$ cat src/rtl/rx_session_ctrl_pkg.sv
// rx_session_pkg: session controller state/verdict types and default constants.
package rx_session_pkg;
    typedef enum logic [1:0] {FLUSH, IDLE, RECV, HOLD} state_e;
    typedef enum logic [1:0] {NONE, ACCEPT, REJECT} verdict_e;
    localparam int GAP_CYCLES_DEF = 12000;
    localparam int HOLD_CYCLES_DEF = 6000000;
    localparam int MAX_LEN_DEF = 16;
    localparam logic [7:0] DELIM_DEF = 8'h0A;
endpackage

$ cat src/rtl/rx_session_ctrl_if.sv
// rx_session_ctrl_if: receive-side, datapath and LED signals of the session controller.
interface rx_session_ctrl_if;
    logic [7:0] rx_data;
    logic rx_valid;
    logic fsm_accept;
    logic fsm_reject;
    logic [7:0] fwd_data;
    logic fwd_valid;
    logic dp_rst;
    logic result_accept;
    logic result_reject;
    logic busy;
    logic [15:0] accept_count;
    logic [15:0] reject_count;
    modport master (
        output rx_data, rx_valid, fsm_accept, fsm_reject,
        input fwd_data, fwd_valid, dp_rst, result_accept, result_reject, busy, accept_count, reject_count
    );
    modport slave (
        input rx_data, rx_valid, fsm_accept, fsm_reject,
        output fwd_data, fwd_valid, dp_rst, result_accept, result_reject, busy, accept_count, reject_count
    );
endinterface

$ cat src/rtl/rx_session_ctrl_session_timer.sv
// session_timer: loadable down-counter that parks at zero; expired_o flags zero.
module session_timer #(
    parameter int W = 1
) (
    input  logic         clk,
    input  logic         rst,
    input  logic         load_i,
    input  logic [W-1:0] val_i,
    output logic         expired_o
);
    logic [W-1:0] cnt_q;
    always_ff @(posedge clk) begin
        if (rst) cnt_q <= '0;
        else cnt_q <= load_i ? val_i : cnt_q - W'(cnt_q != '0);
    end
    assign expired_o = cnt_q == '0;
endmodule

$ cat src/rtl/rx_session_ctrl.sv
// rx_session_ctrl: frames UART bytes into sessions and latches verdicts for display.
// RX_SESSION_STATS_EN builds the saturating accept/reject counters; otherwise counts read 0.
module rx_session_ctrl
    import rx_session_pkg::*;
#(
    parameter int GAP_CYCLES = GAP_CYCLES_DEF,
    parameter int HOLD_CYCLES = HOLD_CYCLES_DEF,
    parameter int MAX_LEN = MAX_LEN_DEF,
    parameter logic [7:0] DELIM = DELIM_DEF
) (
    input logic clk,
    input logic rst,
    rx_session_ctrl_if.slave bus
);
    localparam int TMAX = GAP_CYCLES > HOLD_CYCLES ? GAP_CYCLES : HOLD_CYCLES;
    localparam int TW = TMAX > 1 ? $clog2(TMAX) : 1;
    localparam int LW = $clog2(MAX_LEN + 1);
    state_e state_q, state_d;
    verdict_e verdict;
    logic fwd, expired, tload;
    logic [TW-1:0] tval;
    logic [LW-1:0] len_q, len_d;
    logic [7:0] fwd_data_q;
    logic fwd_valid_q, dp_rst_q, acc_q, rej_q, busy_q;
    session_timer #(.W(TW)) u_timer (
        .clk(clk),
        .rst(rst),
        .load_i(tload),
        .val_i(tval),
        .expired_o(expired)
    );
    always_ff @(posedge clk) begin
        if (rst) begin
            state_q <= FLUSH;
            len_q <= '0;
            fwd_valid_q <= 1'b0;
            fwd_data_q <= 8'h00;
            dp_rst_q <= 1'b1;
            acc_q <= 1'b0;
            rej_q <= 1'b0;
            busy_q <= 1'b0;
        end else begin
            state_q <= state_d;
            len_q <= len_d;
            fwd_valid_q <= fwd;
            if (fwd) fwd_data_q <= bus.rx_data;
            dp_rst_q <= state_d == FLUSH;
            busy_q <= state_d != IDLE;
            acc_q <= verdict == ACCEPT || (acc_q && state_d == HOLD);
            rej_q <= verdict == REJECT || (rej_q && state_d == HOLD);
        end
    end
    // A verdict in RECV swallows any byte arriving in the same cycle.
    always_comb begin
        state_d = state_q;
        verdict = NONE;
        fwd = 1'b0;
        case (state_q)
            FLUSH: state_d = IDLE;
            IDLE: begin
                fwd = bus.rx_valid && bus.rx_data != DELIM;
                state_d = fwd ? RECV : IDLE;
            end
            RECV: begin
                verdict = bus.fsm_accept ? ACCEPT :
                          bus.fsm_reject ? REJECT :
                          (bus.rx_valid && (bus.rx_data == DELIM || len_q == LW'(MAX_LEN))) ? REJECT :
                          (!bus.rx_valid && expired) ? REJECT : NONE;
                fwd = verdict == NONE && bus.rx_valid;
                state_d = verdict == NONE ? RECV : HOLD;
            end
            HOLD: state_d = expired ? FLUSH : HOLD;
            default: state_d = FLUSH;
        endcase
    end
    // The timer is the gap timer while receiving and the hold timer once a verdict lands.
    always_comb begin
        len_d = fwd ? (state_q == IDLE ? LW'(1) : len_q + LW'(1)) : len_q;
        tload = fwd || (state_q == RECV && state_d == HOLD);
        tval = state_d == HOLD ? TW'(HOLD_CYCLES - 1) : TW'(GAP_CYCLES - 1);
    end
    assign bus.fwd_data = fwd_data_q;
    assign bus.fwd_valid = fwd_valid_q;
    assign bus.dp_rst = dp_rst_q;
    assign bus.result_accept = acc_q;
    assign bus.result_reject = rej_q;
    assign bus.busy = busy_q;
`ifdef RX_SESSION_STATS_EN
    logic [15:0] acc_cnt_q, rej_cnt_q;
    always_ff @(posedge clk) begin
        if (rst) begin
            acc_cnt_q <= 16'h0000;
            rej_cnt_q <= 16'h0000;
        end else begin
            if (verdict == ACCEPT && acc_cnt_q != 16'hFFFF) acc_cnt_q <= acc_cnt_q + 16'd1;
            if (verdict == REJECT && rej_cnt_q != 16'hFFFF) rej_cnt_q <= rej_cnt_q + 16'd1;
        end
    end
    assign bus.accept_count = acc_cnt_q;
    assign bus.reject_count = rej_cnt_q;
`else
    assign bus.accept_count = 16'h0000;
    assign bus.reject_count = 16'h0000;
`endif
endmodule

$ cat src/flat_wrapper.sv
// flat-port wrapper written by rule: the top's interface ports become plain ports
module rx_session_ctrl_flat import rx_session_pkg::*;
#(
    parameter int GAP_CYCLES = GAP_CYCLES_DEF,
    parameter int HOLD_CYCLES = HOLD_CYCLES_DEF,
    parameter int MAX_LEN = MAX_LEN_DEF,
    parameter logic [7:0] DELIM = DELIM_DEF
)
  (clk, rst, bus_rx_data, bus_rx_valid, bus_fsm_accept, bus_fsm_reject, bus_fwd_data, bus_fwd_valid, bus_dp_rst, bus_result_accept, bus_result_reject, bus_busy, bus_accept_count, bus_reject_count);
  rx_session_ctrl_if bus_i ();
  input logic clk;
  input logic rst;
  input wire logic [$bits(bus_i.rx_data)-1:0] bus_rx_data;
  input wire logic [$bits(bus_i.rx_valid)-1:0] bus_rx_valid;
  input wire logic [$bits(bus_i.fsm_accept)-1:0] bus_fsm_accept;
  input wire logic [$bits(bus_i.fsm_reject)-1:0] bus_fsm_reject;
  output wire logic [$bits(bus_i.fwd_data)-1:0] bus_fwd_data;
  output wire logic [$bits(bus_i.fwd_valid)-1:0] bus_fwd_valid;
  output wire logic [$bits(bus_i.dp_rst)-1:0] bus_dp_rst;
  output wire logic [$bits(bus_i.result_accept)-1:0] bus_result_accept;
  output wire logic [$bits(bus_i.result_reject)-1:0] bus_result_reject;
  output wire logic [$bits(bus_i.busy)-1:0] bus_busy;
  output wire logic [$bits(bus_i.accept_count)-1:0] bus_accept_count;
  output wire logic [$bits(bus_i.reject_count)-1:0] bus_reject_count;
  assign bus_i.rx_data = bus_rx_data;
  assign bus_i.rx_valid = bus_rx_valid;
  assign bus_i.fsm_accept = bus_fsm_accept;
  assign bus_i.fsm_reject = bus_fsm_reject;
  assign bus_fwd_data = bus_i.fwd_data;
  assign bus_fwd_valid = bus_i.fwd_valid;
  assign bus_dp_rst = bus_i.dp_rst;
  assign bus_result_accept = bus_i.result_accept;
  assign bus_result_reject = bus_i.result_reject;
  assign bus_busy = bus_i.busy;
  assign bus_accept_count = bus_i.accept_count;
  assign bus_reject_count = bus_i.reject_count;
  rx_session_ctrl #(.GAP_CYCLES(GAP_CYCLES), .HOLD_CYCLES(HOLD_CYCLES), .MAX_LEN(MAX_LEN), .DELIM(DELIM)) u_core (.clk(clk), .rst(rst), .bus(bus_i));
endmodule
$ cat config.mk
export PLATFORM = sky130hd
export DESIGN_NAME = rx_session_ctrl_flat
export DESIGN_NICKNAME = d
export VERILOG_FILES = /design/src/rtl/rx_session_ctrl_pkg.sv /design/src/rtl/rx_session_ctrl_if.sv /design/src/rtl/rx_session_ctrl_session_timer.sv /design/src/rtl/rx_session_ctrl.sv /design/src/flat_wrapper.sv
export SDC_FILE = /design/constraint.sdc
export NUM_CORES = 1
export LEC_CHECK = 0
export CAP_MARGIN = 20
export CELL_PAD_IN_SITES_DETAIL_PLACEMENT = 0
export CELL_PAD_IN_SITES_GLOBAL_PLACEMENT = 1
export CORE_ASPECT_RATIO = 0.5
export CORE_MARGIN = 10
export CORE_UTILIZATION = 33
export CTS_CLUSTER_DIAMETER = 80
export DETAILED_ROUTE_END_ITERATION = 8
export PLACE_DENSITY = 0.75
export SYNTH_ARGS = -nofsm -noshare
export SYNTH_HDL_FRONTEND = slang
export SYNTH_SLANG_ARGS = --single-unit
$ cat constraint.sdc
create_clock -name clk -period 2.45 [get_ports clk]
set_input_delay 0.735 -clock clk [delete_from_list [all_inputs] [get_ports clk]]
set_output_delay 0.735 -clock clk [all_outputs]
set_load 0.01 [all_outputs]
==> flow_metrics.tcl <==
set metrics [dict create \
    antenna_found_initial 0 \
    io_buffers 25 \
    finalCritPeriodShare_pct 98.2 \
    clk_latency_ns 0.28 \
    fp.dieArea_um2 11100 \
    dieWidth_um 139 \
    overflow 0 \
    num_vias 1962 \
    dp_hpwl_mm 4.27 \
    synth_top_family_by_area "simple AND/OR/NAND/NOR gates" \
    finalNetCount 339 \
    synth-edff-count 0 \
    dr.pass1.iters 4 \
    p_leak_uw 0.00129 \
    path_cells "dlygate4sd2_1 -> or4b_4 -> o21ai_4 -> o31a_1 -> a221oi_4 -> buf_4 -> buf_6 -> o211ai_1 -> o211a_1" \
    drv_cap 0 \
    clkSinkCount 43 \
    yosys.area_share.simple_pct 18.2 \
    start_util_pct 34.5 \
    syn_to_final_growth_pct 32.2 \
    final.setup.tns_ns 0 \
    utilization_pct 45.6 \
    outcome "finished clean" \
    syn-instance-count 257 \
    path_buf_inv 3 \
    viasPerCell 4.77 \
    drive_gt1_share_pct 21.3 \
    synth_compound_area_share_pct 14.5 \
    synthTopCellsByArea "dfxtp_1 (37%), buf_4 (10%), xnor2_1 (6.0%)" \
    wl_per_cell_um 14.2 \
    cp_top_family "compound AO/OA/AOI/OAI gates" \
    ctsHtreeMaxLevel 2 \
    clk_pin_slew_ns 0.06 \
    dp_slack_ns -0.438 \
    grt_use_total_pct 10.2 \
    synthXorXnorAreaFrac_pct 8.96 \
    cts_root_buffer "clkbuf_16" \
    hold_viol 0 \
    slew_violations 0 \
    synth_top_cell_area_share_pct 36.7 \
    synthMuxAreaShare_pct 3.41 \
    antenna_cells 0 \
    grt_pass1_wl_mm 9.44 \
    skew_ns 0.00496 \
    grt_pass1_vias 2049 \
    avgSynthCellArea_um2 9.13 \
    crit_type "primary input to flop" \
    yosysTopAreaCell "dfxtp_1" \
    yosysSeqAreaShare_pct 36.7 \
    ant_nets 0 \
    gp_congestion 0.839 \
    cts_buffers 5 \
    cp_data_required_time_ns 2.68 \
    worst-path-max-fanout 3 \
    rows 21 \
    synth_fa_ha_area_share_pct 4.26 \
    finalSetupViolCount 0 \
    p_per_area_nw_per_um2 1100 \
    layout_min_cycle_time_ns 2.41 \
    drc_errors 0 \
    slowest_stage "or4b_4" \
    cts_tree "done" \
    synth_seq_cells 43 \
    core_um2 6810 \
    clockBufferDepth 2 \
    yosysWarnings 0 \
    ys_types 48 \
    drtIter0Drc 88 \
    ir_drop_v 0.000406 \
    synth_flop_cell "dfxtp_1" \
    cts_hold_buf 0 \
    drt_wl_total_mm 5.83 \
    synth-async-reset-ratio_pct 0 \
    hp-class "flop to flop" \
    fmax_mhz 416 \
    critPathMaxStageDelay_ns 0.53 \
    start_kind "primary input" \
    pin_count 58 \
    cp.arrival_ns 2.64 \
    setup_ws_ns 0.0433 \
    end_kind "flop" \
    floorplan.die.height_um 79.6 \
    netlist_area_um2 2350 \
    grt_max_degree 19 \
    nFillCells 668 \
]
==> routing by layer <==
layer	global-route usage [%]	wire length (um)	up-vias	share of wire [%]
met2	17.9	2740	68	47
li1	-	-	950	-
met4	3.93	106	0	1.8
met5	0	0	-	0
met3	4.69	492	11	8.4
met1	10.6	2490	933	43
==> what timing repair did <==
action,4_1_cts,5_1_grt
buffers inserted,3,2
endpoints found under the hold margin,0,0
gates cloned,1,0
pin swaps,6,7
endpoints found under the setup margin,29,25
gates resized for setup,15,13
==> worst reg2reg max path, delay by kind of cell, from the launching register on <==
kind	cells	cell delay, ns
buffers and inverters	3	0.42
and+or+nand+nor	3	0.99
DFF	1	0.31
AOI/OAI and AO/OA	3	0.56
==> layout by cell type (no fill, tap or decap), drive strengths merged, types with 2 or more instances in the layout <==
cell	n
a21o	2
a21oi	14
a221o	2
buf	38
clkbuf	7
clkdlybuf4s15	2
clkdlybuf4s50	17
conb	32
dfxtp	43
dlygate4sd2	5
ha	8
inv	10
mux2i	8
nand2	11
nand2b	2
nand3	5
nand3b	3
nand4	2
nor2	27
nor2b	2
nor3	8
nor4	8
o211a	2
o211ai	4
o21ai	10
o22ai	3
o2bb2ai	2
o31a	2
or3	2
or4b	2
xnor2	16
xor2	8
==> flip-flops by register name, indices dropped and copies added (netlist names) <==
signal and cells:
u_core.bus.dp_rst 1, u_core.len_q 5, u_core.bus.fwd_data 8, u_core.bus.fwd_valid 1
u_core.bus.result_reject 1, u_core.u_timer.cnt_q 23, u_core.bus.busy 1, u_core.bus.result_accept 1
u_core.state_q 2
==> Yosys cell counts, types with 2 or more instances <==
library cell,count
nand3b_1,3
mux2i_1,8
buf_4,32
o31a_1,2
nor2b_1,2
nor2_1,27
or3_1,2
dfxtp_1,43
nor3_1,7
ha_1,8
xor2_1,8
o2bb2ai_1,2
nand4_1,2
a221o_1,2
nor4_2,2
buf_6,2
a21oi_1,13
xnor2_1,16
a21o_1,2
o211ai_1,2
o211a_1,2
inv_1,10
o21ai_1,9
o22ai_1,3
nand3_1,5
nor4_1,6
nand2_1,11
clkbuf_1,5
nand2b_1,2
==> power by group <==
part / total [uW] / leakage [uW] / switching [uW] / internal (uW)
clock network: 778 / 0.0000868 / 271 / 507
logic: 1590 / 0.000851 / 777 / 810
registers: 1060 / 0.000351 / 176 / 884
==> kinds of logic after synthesis <==
logic type	Yosys count
simple gates	77
buf+inv	50
compound gates	46
flops	43
xor+xnor	24
fa+ha+maj	8
mux	8
other cells	1
==> metrics by stage <==
step	hold WS, ns	total power, uW	std cells	area [um2]
3_3_place_gp	0.454	2510	397	2810
3_5_place_dp	0.462	2550	397	2810
5_1_grt	0.505	3640	411	3100
4_1_cts	0.485	3360	409	3050
6_report	0.478	3420	411	3100
2_1_floorplan	0.462	2110	288	2480
==> worst paths after layout <==
kind / from / endpoint / slack, ns / depth (start not counted)
hold reg to reg: u_core.bus.result_reject / u_core.bus.result_reject / 0.48 / 1
setup reg to reg: u_core.u_timer.cnt_q[12] / u_core.u_timer.cnt_q[16] / 0.06 / 9
setup / recovery: bus_rx_data[4] / u_core.u_timer.cnt_q[16] / 0.04 / 9
hold / removal: u_core.bus.result_reject / u_core.bus.result_reject / 0.48 / 1
==> area by class of cell <==
cell class,count,area (um2),area share [%]
clock inverter,2,35.0,1.13
clock buffer,6,139,4.47
sequential,43,861,27.7
timing repair buffer,63,576,18.5
tap,92,115,3.71
multi-input combinational,195,1340,43.2
inverter,10,37.5,1.21
No activity file was read; power rests on OpenSTA's default activity.
==> patch 1 (same flow settings) <==
Build with the macro `RX_SESSION_STATS_EN` defined.
--- a/src/rtl/rx_session_ctrl.sv
+++ b/src/rtl/rx_session_ctrl.sv
@@ -1,5 +1,7 @@
 // rx_session_ctrl: frames UART bytes into sessions and latches verdicts for display.
 // RX_SESSION_STATS_EN builds the saturating accept/reject counters; otherwise counts read 0.
+`define RX_SESSION_STATS_EN
+
 module rx_session_ctrl
     import rx_session_pkg::*;
 #(
Behaviour: not the same (Yosys sat finds a counterexample within 4 cycles, from zero or initial values and one cycle with rst high).
==> patch 1 against the unedited design <==
Die area rose by 39%. Area after synthesis rose by 50%. Sequential cell count rose by 32. First-iteration DRC count rose by 85%. Sequential share of layout area rose by 0.24 points. Routed wire length rose by 72%. Clock power rose by 83%. Clock skew rose by 0.0016 ns. Critical endpoint is now u_core.bus.reject_count[5]. Via count rose by 76%. Total power rose by 41%. Design area rose by 73%. Worst setup slack got worse by 0.39 ns. The run now ends with setup timing left.
==> patch 1: results (changes against the unedited design) <==
WHS Path Cells 2 (+1); share of power burned in registers 31.9% (+1.0 points); final wirelength 10000 um (+72%); crit path DAT 3.02 ns (+0.38 ns); sequential share of the synthesized area 42.6% (+5.9 points); P_leak 1.98 nW (+54%); M2 GR Usage 20.9% (+3.0 points); Clock Power Share 29.3% (+6.6 points); Starting DRT DRC Count 163 (+85%); largest net degree at the start of global routing 30 (+11); outcome finished, violations left; nets 572 (+69%); Post-Syn Instances 421 (+64%); top post-synthesis cells by count dfxtp_1, nor2_1, nand2_1; M1 GR Usage 15.2% (+4.7 points); Final Worst Setup Slack -0.346 ns (-0.389 ns); post-place instance area 4760 um2 (+70%); Worst-path clk slew 0.06 ns (about the same); WL met3 396 um (-20%); slowest stage cell, crit path or4_4; DP HPWL 7020 um (+64%); CTS-repair resized insts 25 (+10); routability cong. 0.807 (-3.9%); FF-to-FF End u_core.bus.reject_count[5]; failing checks setup timing; Setup-failing EPs final 37 (+37); kind of critical path flop to flop; Sw Share 32.8% (-2.9 points); H-tree levels 3 (+1); CP delay by family, top simple AND/OR/NAND/NOR gates; first-pass GRT wire length 16400 um (+74%); peak supply drop 0.447 mV (+10%); synth top area cells dfxtp_1, xnor2_1, nor2_1, a21oi_1, nand2_1; share of layout cells above drive strength 1 24.7% (+3.4 points); Switching Power 1.59 mW (+30%); Post-Route Skew 0.00654 ns (+0.00159 ns); fin cells 694 (+69%); Clock Latency Late Sink 0.34 ns (+0.06 ns); cells on worst reg2reg path 8 (-1); Setup TNS -8.49 ns (-8.49 ns); Top Metal Used met4; fill cell count 966 (+45%); met2 WL post-DR 4840 um (+76%); vias in the first global route 3378 (+65%); pre-CTS setup slack -0.782 ns (-0.343 ns); worst-path fanout max 13 (+10); TritonCTS Buffers 9 (+4); r2r startpoint u_core.u_timer.cnt_q[13]; GR Util met3 3.88% (-0.81 points); hold slack 0.453 ns (-0.0253 ns); Port-buffer cells 57 (+130%); Worst Hold Launch u_core.bus.fwd_data[7]; hold path endpoint u_core.bus.fwd_data[7]; vias per cell 4.98 (+4.3%); M1 WL 4700 um (+89%); GRT Util Overall 12.5% (+2.4 points); dpl cells 670 (+69%); post-CTS setup buffers 4 (+1); Distinct cells, synth 46 (-4.2%)
==> patch 1: cell count changes after synthesis, moves of 9 or more <==
cell	change
nand2_1	+27
a21oi_1	+24
or3_1	+12
nand3_1	+12
buf_4	-32
o21ai_0	+13
o31ai_1	+14
clkbuf_1	+10
o21ai_1	-9
dfxtp_1	+32
xnor2_1	+13
nor2_1	+29
==> patch 1: final cells by class <==
type,count,area (um2),share of cell area [%]
multi-input cells,316,2180,40.6
flip-flops and latches,75,1500,28.0
repair buffers,134,1150,21.3
clock buffers,10,229,4.26
well taps,140,175,3.26
clock inverters,6,90.1,1.68
inverters,13,48.8,0.907
==> patch 1: worst min-delay path, stage by stage, from the launching register on <==
cell     delay, ns
dfxtp_1       0.31
nand2_1       0.05
a21oi_1       0.05
==> patch 1: logic make-up after synthesis <==
| logic type | synth area share (%) |
|---|---|
| compound gates | 15.2 |
| xor+xnor | 9.19 |
| fa+ha+maj | 3.55 |
| buf+inv | 3.59 |
| flops | 42.6 |
| mux | 0.603 |
| simple gates | 25.2 |
==> patch 2 (config.mk and constraints unchanged) <==
Made on the original files. Encoding of `state_e`: now one-hot (4 bits for 4 states).
--- a/src/rtl/rx_session_ctrl_pkg.sv
+++ b/src/rtl/rx_session_ctrl_pkg.sv
@@ -1,6 +1,6 @@
 // rx_session_pkg: session controller state/verdict types and default constants.
 package rx_session_pkg;
-    typedef enum logic [1:0] {FLUSH, IDLE, RECV, HOLD} state_e;
+    typedef enum logic [3:0] {FLUSH = 4'b0001, IDLE = 4'b0010, RECV = 4'b0100, HOLD = 4'b1000} state_e;
     typedef enum logic [1:0] {NONE, ACCEPT, REJECT} verdict_e;
     localparam int GAP_CYCLES_DEF = 12000;
     localparam int HOLD_CYCLES_DEF = 6000000;
Behaviour: same outputs for any inputs over 10 cycles, from zero or initial values and one cycle with rst high; not proved beyond that.
==> patch 2 against the unedited design <==
The run now ends with setup timing left. Global-route usage down 0.25 points. Design area increased by 0.85%. Area after synthesis rose by 0.64%. Routed wire length is 5.2% lower. Worst setup slack worse by 0.14 ns. Total power down 11%. Combinational power decreased by 11%. Sequential cell count up 2. Synthesized cell count fell by 2.7%. Clock power fell by 14%. Critical path type is now flop to flop. Largest cell class unchanged.
==> patch 2: results (changes against the unedited design) <==
outcome finished, violations left; failing checks setup timing; share of power burned in registers 31.5% (+0.6 points); largest reg by FF count u_core.u_timer.cnt_q; dpl cells 397 (unchanged); Post-Route Skew 0.00535 ns (+0.000396 ns); routability cong. 0.826 (-1.5%); sequential share of the synthesized area 38.1% (+1.5 points); ys async rst share 0% (unchanged); Distinct cells, synth 54 (+13%); Setup-failing EPs final 8 (+8); crit path DAT 2.71 ns (+0.07 ns); pre-CTS setup slack -0.231 ns (+0.207 ns); P_leak 1.31 nW (+1.4%); DP HPWL 4290 um (+0.44%); Final Worst Setup Slack -0.0960 ns (-0.139 ns); Worst Tran Pin Value 0.499 ns; Starting DRT DRC Count 93 (+5.7%); Setup TNS -0.389 ns (-0.389 ns); Largest register FFs 23 (unchanged); Comb group 1.41 mW (-11%); Yosys Warn Count 0 (unchanged); GRT Util Overall 9.93% (-0.25 points); worst min path class flop to flop; post-place instance area 2920 um2 (+4.1%); Sw Share 33.4% (-2.3 points); H-tree levels 2 (unchanged); vias in the first global route 2063 (+0.68%); TritonCTS Buffers 5 (unchanged); worst-path fanout max 7 (+4); largest net degree at the start of global routing 16 (-3); nets 333 (-1.8%); peak supply drop 0.313 mV (-23%); slowest stage cell, crit path or4_4; share of layout cells above drive strength 1 28.4% (+7.1 points); Port-buffer cells 25 (unchanged); drt first pass iters 4 (unchanged); first-pass GRT wire length 9470 um (+0.29%); Worst-path clk slew 0.06 ns (about the same); synth top area cells dfxtp_1, buf_4, xnor2_1, nor2_1, mux2i_1; delay of the slowest cell on the worst path 0.55 ns (+0.02 ns); sequential power 0.956 mW (-9.8%); Clock Latency Late Sink 0.28 ns (about the same); clk root buf clkbuf_16; syn avg cell area 9.45 um2 (+3.5%); final wirelength 5530 um (-5.2%); Wirelength per Cell 13.5 um (-4.8%); initial antenna violation count 0 (unchanged); top post-synthesis cells by count dfxtp_1, buf_4, nor2_1; CP delay by family, top simple AND/OR/NAND/NOR gates; vias 1880 (-4.2%); fill cell count 651 (-2.5%)
patch 2: area by class of cell:
| type | count | share of cell area, % |
|---|---|---|
| Sequential cell | 45 | 29.4 |
| Clock buffer | 8 | 4.68 |
| Timing Repair Buffer | 67 | 18.5 |
| Inverter | 7 | 0.919 |
| Tap cell | 92 | 3.68 |
| Multi-Input combinational cell | 190 | 42.8 |
patch 2: worst paths after layout:
check / end / from / cells after the start / slack, ns
setup reg to reg: u_core.u_timer.cnt_q[18] / u_core.u_timer.cnt_q[10] / 11 / -0.1
setup / recovery: u_core.u_timer.cnt_q[18] / u_core.u_timer.cnt_q[10] / 11 / -0.1
hold / removal: u_core.bus.fwd_data[0] / u_core.bus.fwd_data[0] / 2 / 0.49
hold reg to reg: u_core.bus.fwd_data[0] / u_core.bus.fwd_data[0] / 2 / 0.49
patch 2: kinds of logic (layout without fill, tap and decap cells):
family / Yosys count / after routing / synth area share (%)
adder cells (fa/ha/maj): 4 / 4 / 2.12
other: 1 / 32 / 0.159
XOR/XNOR: 22 / 22 / 8.16
buffers and inverters: 46 / 82 / 13.2
multiplexers: 9 / 9 / 3.81
flip-flops: 45 / 45 / 38.1
AND/OR/NAND/NOR: 80 / 80 / 21.8
AO/OA/AOI/OAI: 43 / 43 / 12.6
patch 2: timing repair:
item / in CTS / in global routing
hold buffers: 0 / 0
gates resized for setup: 4 / 5
endpoints found under the setup margin: 11 / 17
buffers inserted: 4 / 1
pin swaps: 8 / 11
patch 2: per-layer routing:
metal	track usage, %	share of wire, %	vias up
met5	0	0	-
met4	2.56	0.78	0
met1	11.8	47	882
met2	17.4	48	49
met3	2.85	4.6	4
li1	-	-	945
